===== config.mk =====
export PLATFORM = sky130hd
export DESIGN_NAME = adder_share_arbiter
export DESIGN_NICKNAME = d
export VERILOG_FILES = /design/src/rtl/adder_share_arbiter.sv
export SDC_FILE = /design/constraint.sdc
export NUM_CORES = 1
export LEC_CHECK = 0
export CAP_MARGIN = 20
export CORE_MARGIN = 2
export CORE_UTILIZATION = 39
export CTS_CLUSTER_DIAMETER = 100
export DETAILED_ROUTE_END_ITERATION = 10
export PLACE_DENSITY_LB_ADDON = 0.25
export SLEW_MARGIN = 25
export SYNTH_ARGS = -nofsm -noshare
export SYNTH_HDL_FRONTEND = slang
export SYNTH_SLANG_ARGS = --single-unit

===== constraint.sdc =====
create_clock -name Clk -period 2.9 [get_ports Clk]
set_input_delay 0.58 -clock Clk [delete_from_list [all_inputs] [get_ports Clk]]
set_output_delay 0.58 -clock Clk [all_outputs]
set_load 0.03 [all_outputs]

===== src/rtl/adder_share_arbiter.sv =====
// adder_share_arbiter: round-robin sequencer time-sharing one external adder among N_REQ requesters
module adder_share_arbiter #(
    parameter int N_REQ      = 4,
    parameter int WIDTH      = 16,
    parameter int SETTLE_CYC = 2
) (
    input  logic                   Clk,
    input  logic                   Reset,
    input  logic [N_REQ-1:0]       req,
    input  logic [N_REQ*WIDTH-1:0] a_in,
    input  logic [N_REQ*WIDTH-1:0] b_in,
    input  logic [N_REQ-1:0]       cin_in,
    output logic [WIDTH-1:0]       add_x,
    output logic [WIDTH-1:0]       add_y,
    output logic                   add_z,
    input  logic [WIDTH-1:0]       add_s,
    input  logic                   add_c,
    output logic [N_REQ-1:0]       gnt,
    output logic                   done,
    output logic [WIDTH-1:0]       sum_out,
    output logic                   cout_out,
    output logic                   busy
);
    localparam int IW = $clog2(N_REQ);
    localparam int CW = (SETTLE_CYC > 1) ? $clog2(SETTLE_CYC) : 1;

    if (SETTLE_CYC < 1) begin : g_bad_settle
        $error("SETTLE_CYC must be at least 1");
    end
    if (N_REQ < 2 || N_REQ > 8) begin : g_bad_nreq
        $error("N_REQ must be in 2..8");
    end

    typedef enum logic [1:0] {IDLE, SETTLE, DONE} state_t;

    state_t           state, nxt_state;
    logic [IW-1:0]    ptr, win, nxt_win, idx;
    logic [CW-1:0]    cnt;
    logic             last;
    logic [WIDTH-1:0] sel_a, sel_b;
    logic             sel_c;

    // round-robin pick: scan from farthest to nearest so the nearest set req after ptr wins
    always_comb begin
        nxt_win = '0;
        idx = '0;
        for (int k = N_REQ; k >= 1; k--) begin
            idx = IW'((int'(ptr) + k) % N_REQ);
            if (req[idx]) nxt_win = idx;
        end
    end

    // operand mux for the winning requester
    always_comb begin
        sel_a = '0;
        sel_b = '0;
        sel_c = 1'b0;
        for (int i = 0; i < N_REQ; i++) begin
            if (IW'(i) == nxt_win) begin
                sel_a = a_in[i*WIDTH +: WIDTH];
                sel_b = b_in[i*WIDTH +: WIDTH];
                sel_c = cin_in[i];
            end
        end
    end

    // next-state logic
    always_comb begin
        last = cnt == CW'(SETTLE_CYC - 1);
        nxt_state = (state == IDLE)   ? (|req ? SETTLE : IDLE) :
                    (state == SETTLE) ? (last ? DONE : SETTLE) : IDLE;
    end

    // state register
    always_ff @(posedge Clk or posedge Reset) begin
        if (Reset) state <= IDLE;
        else       state <= nxt_state;
    end

    // datapath: latch operands on win, capture result after settling, pulse grant/done
    always_ff @(posedge Clk or posedge Reset) begin
        if (Reset) begin
            ptr      <= IW'(N_REQ - 1);
            win      <= '0;
            cnt      <= '0;
            add_x    <= '0;
            add_y    <= '0;
            add_z    <= 1'b0;
            sum_out  <= '0;
            cout_out <= 1'b0;
            gnt      <= '0;
            done     <= 1'b0;
            busy     <= 1'b0;
        end else begin
            done <= state == DONE;
            gnt  <= (state == DONE) ? {{(N_REQ-1){1'b0}}, 1'b1} << win : '0;
            busy <= nxt_state != IDLE;
            if (state == IDLE && |req) begin
                add_x <= sel_a;
                add_y <= sel_b;
                add_z <= sel_c;
                win   <= nxt_win;
                cnt   <= '0;
            end
            if (state == SETTLE) begin
                cnt <= cnt + 1'b1;
                if (last) begin
                    sum_out  <= add_s;
                    cout_out <= add_c;
                end
            end
            if (state == DONE) ptr <= win;
        end
    end
endmodule


# Word-level counts from Yosys, hierarchy flattened
# Cells that the tools add are included.
[word_totals]
ff_bits = 63
latchBits = 0
ramBits = 0
rom_bits = 0
inputBits = 155
elab_cells = 65
memories = 0
[classes]
addsub = 5
n_mul = 0
div_mod_pow = 0
magnitude_cmp = 4
n_eq_ne = 5
shifts = 1
mux = 31
bitwise = 0
reduce_logical = 7
[op_table]
columns = ["cell", "count"]
rows = [
  ["two-way mux 16 bit", 8],
  ["two-way mux 2 bit", 7],
  ["< comparator 2 x 3 -> 1 bit, second input constant", 4],
  ["two-way mux 1 bit", 11],
  ["binary-select mux 1 bit (select 2 bit)", 4],
  ["adder 2 x 1 -> 2 bit, second input constant", 2],
  ["adder 2 bit, second input constant", 2],
  ["equality test 2 bit, first input constant", 2],
  ["zero test 2 bit", 2],
  ["two-way mux 4 bit", 1],
  ["nonzero test 2 bit", 2],
  ["OR reduction 4 bit", 1],
  ["left shift 1 x 2 -> 4 bit, first input constant", 1],
  ["equality test 1 x 2 -> 1 bit, first input constant", 1],
  ["equality test 2 x 1 -> 1 bit, second input constant", 1],
  ["equality test 2 bit, second input constant", 1],
  ["AND reduction 2 bit", 1],
  ["adder 1 bit, second input constant", 1],
  ["logical AND 1 bit", 1],
]

# Depth between registers and ports, before layout
[depth]
depth_word = 12
mapped_depth = 7
ltp_nobuf = 5

# Least setup slack after synthesis
# No wires, ideal clock.
[synth_timing]
kind = "input to register"
start = "input req[3]"
end = "register add_x[0]"
setup_ns = 0.138
arrival_time_ns = 1.581
t_required_ns = 2.762
slack_ns = 1.181
cell_stages = 7
n_path_buf = 2
path_cell_list = "nor2b_2 -> o21ai_2 -> o311ai_4 -> buf_8 -> buf_8 -> mux2i_1 -> o221ai_1"
[synth_via]
elab_chain_len = 11
elab_cells_between_ends = 22
classes_between = "eq/ne (3); mux (16); reduce/logical (3)"
[synth_rtl]
columns = ["element", "line", "rtl"]
rows = [
  ["start: declaration", "9", "input logic [N_REQ-1:0] req,"],
  ["binary-select mux 1 bit (select 2 bit)", "49", "if (req[idx]) nxt_win = idx;"],
  ["two-way mux 1 bit (implied by the code)", "49", ""],
  ["two-way mux 2 bit (4 in a row)", "49", ""],
  ["zero test 2 bit", "59", "if (IW'(i) == nxt_win) begin"],
  ["two-way mux 16 bit (4 in a row)", "59", ""],
  ["end signal: assignment", "99", "add_x <= sel_a;"],
  ["end: declaration", "13", "output logic [WIDTH-1:0] add_x,"],
]
# Several ways; a longest one is shown, not always the timed one. The select of a mux whose other input is x is not followed.
# A chain may end at the register's enable or synchronous reset.

# Worst setup path after layout
[layout_timing]
start = "input req[1]"
end = "register add_x[9]"
# The elaborated chain is that of the path after synthesis.

==> results.toml <==
[layout]
drive_gt1_share_pct = 6.49
nets = 674
diodes = 0
fillCellCount = 627
areaGrowthSynthToFinish_pct = 75.9

[floorplanning]
dieWidth_microns = 95.2
rows = 33
dieArea_sq_mm = 0.00906
die_y_microns = 95.2
initial_core_util_pct = 39.9
pin_count = 211
core_sq_mm = 0.00813

[synthesis]
syn-cell-area_sq_mm = 0.00324
synthArstFlopShare_pct = 100
yosys_most_used_dff = "dfrtp_1"
synth_edf_count = 0
avgSynthCellArea_sq_um = 10.5
yosysMostFrequentCell = "nand2_1"
synth_top_area_share_pct = 47.1
synth.top_cells.by_area = "dfrtp_1 47%, mux2i_1 20%, nand2_1 11%"
synthTopCellsByCount = "96 x nand2_1, 66 x mux2i_1, 61 x dfrtp_1"
ys_seq_elements = 63
netlist_instances = 309
synth.distinct_cells = 29
yosysWarnings = 0
syn_nets = 464
synth_seq_area_share_pct = 48.7
synth_area_leader_cell = "dfrtp_1"

[route]
wl_per_cell_microns = 16.9
ant_nets = 0
drt-total-wl_mm = 10.7
drt_first_pass_iters = 4
dr.first_iter.drc_count = 66
viasPerCell = 5.01
drcViolationCount = 0
vias = 3153

[grt]
track_usage_pct = 22.8
grt_pass1_vias = 3211
grt_max_degree = 38
grt_pass1_wl_mm = 15.8
antenna_found_initial = 0
gr-total-overflow = 0

[critical_path]
crit_start = "req[1]"
end_kind = "flop"
critical_path_class = "input pin to flop"
path_buf_inv = 2
max_stage_delay_ns = 0.56
crit_required_ns = 3.08
start_kind = "input pin"
timing.rr.start = "ptr[0]"
cp_cell_sequence = "clkdlybuf4s50_1 -> nor2_1 -> o311ai_4 -> buf_12 -> mux2i_1 -> o221ai_1"
cpMaxStageDelayCell = "clkdlybuf4s50_1"
path_max_fanout = 37
worstPathArrival_ns = 2.40
path_delay_family = "buffers and inverters"

[power]
ir_worst_vdd_v = 0.000637
p_leak_nw = 2.60
powerDensity_mw_per_mm2 = 1020

[clock_network]
numCtsBuffers = 9
path_clk_slew_ns = 0.07
ctsLongestPathBuffers = 2
cts_setup_buffers = 0
ctsRootBufferMaster = "clkbuf_8"
cts.htree.levels = 3
clkLatencyLatePin_ns = 0.33
cts_tree = "done"
clock_sinks = 63
post_cts_resized = 0
ctsHoldBuffers = 0

[place]
dp_hpwl_mm = 8.11
io_buffers = 210
gp_congestion = 0.732
pre_cts_slack_ns = 0.359

[sta]
fmax_mhz = 451
fin_ws_ns = 0.680
post-route-min-period_ns = 2.22
hold_violations = 0
worstMarginPinSlew_ns = 0.637
finalClockSkew_ns = 0.0129
finalSetupTns_ns = 0
rsz0062_at_grt = "false"
min_period_over_period_pct = 76.5
slew_viol_final = 0
relSlewSlack_pct = 57.5
setup_viol = 0

[worst_hold_path]
hp-start = "sum_out[5]"
hold_class = "flop to flop"

[run]
drv_cap = 0

[run_status]
status = "finished, final reports clean"
## cell type report
class / instances / area (sq um) / share of cell area (%)
timing repair buffer: 219 / 2220 / 38.9
sequential: 63 / 1580 / 27.7
multi-input combinational: 220 / 1500 / 26.2
clock buffer: 11 / 151 / 2.65
tap: 105 / 131 / 2.30
clock inverter: 5 / 104 / 1.82
inverter: 6 / 22.5 / 0.395
## cells by family after synthesis
group                  count (synthesis)  share of synthesized area (%)
DFF                                   63                           48.7
and+or+nand+nor                      113                           14.4
muxes                                 66                           20.4
buffers and inverters                 26                           5.17
AOI/OAI and AO/OA                     41                           11.4
## report_power, final
group / internal (mW) / switching (mW) / total, mW / leakage, nW
clock: 0.618 / 0.349 / 0.967 / 0.130
sequential: 1.30 / 0.234 / 1.54 / 0.780
combinational: 1.46 / 1.83 / 3.29 / 1.70
total: 3.38 / 2.42 / 5.80 / 2.60
## tightest hold or removal path: stages (launching register included)
cell and delay (ns):
dfrtp_1 0.34, nand2_1 0.05, nand2_1 0.05
## flip-flops by register name (all words and copies together), names as in the netlist
signal / count
win: 2
add_z: 1
gnt: 4
done: 1
sum_out: 16
ptr: 2
busy: 1
add_y: 16
add_x: 16
cnt: 1
cout_out: 1
state: 2
## final timing paths
path / end / slack [ns] / cells after the start
worst max-delay path: add_x[9] / 0.68 / 6
worst min-delay path: sum_out[5] / 0.47 / 2
worst max register to register: add_x[9] / 1.15 / 6
worst min register to register: sum_out[5] / 0.47 / 2
max in group asynchronous: ptr[1] / 1.55 / 3
min in group asynchronous: add_y[3] / 0.65 / 2
## cells in the final DEF (no fill, tap or decap)
cell	count
nand3b_1	1
buf_12	4
a21oi_1	1
o311ai_4	1
o221ai_1	33
nand2b_1	1
bufinv_16	3
a21o_1	1
nor2b_4	1
and3_1	1
clkinv_1	1
clkinv_2	1
mux2i_1	66
clkbuf_8	11
inv_2	1
nor3_1	3
dfstp_2	2
clkdlybuf4s50_1	210
nor2b_1	2
nor4_1	1
clkinv_4	1
a211oi_2	1
o31ai_1	1
dfrtp_1	61
o21ai_2	2
nor2b_2	1
or3_1	1
inv_1	4
nor3b_1	1
o21ai_0	1
nor2_1	4
buf_4	5
nand2_1	96
## metrics by stage
| step | total power, mW | util (%) | area, sq um | hold slack [ns] | cells |
|---|---|---|---|---|---|
| 2_1_floorplan | 3.61 | - | 3240 | 0.464 | 309 |
| 3_3_place_gp | 4.78 | 67.0 | 5450 | 0.457 | 613 |
| 3_5_place_dp | 4.87 | 67.0 | 5450 | 0.462 | 613 |
| 4_1_cts | 5.86 | 70.1 | 5700 | 0.480 | 629 |
| 5_1_grt | 6.15 | 70.1 | 5700 | 0.496 | 629 |
| 6_report | 5.80 | 70.1 | 5700 | 0.472 | 629 |
## routing by layer
layer	global-route usage, %	routed length [microns]
met1	26.5	4120
met2	39.0	5220
met3	9.49	1190
met4	5.80	127
met5	0	0
No activity file was read; power rests on OpenSTA's default activity.
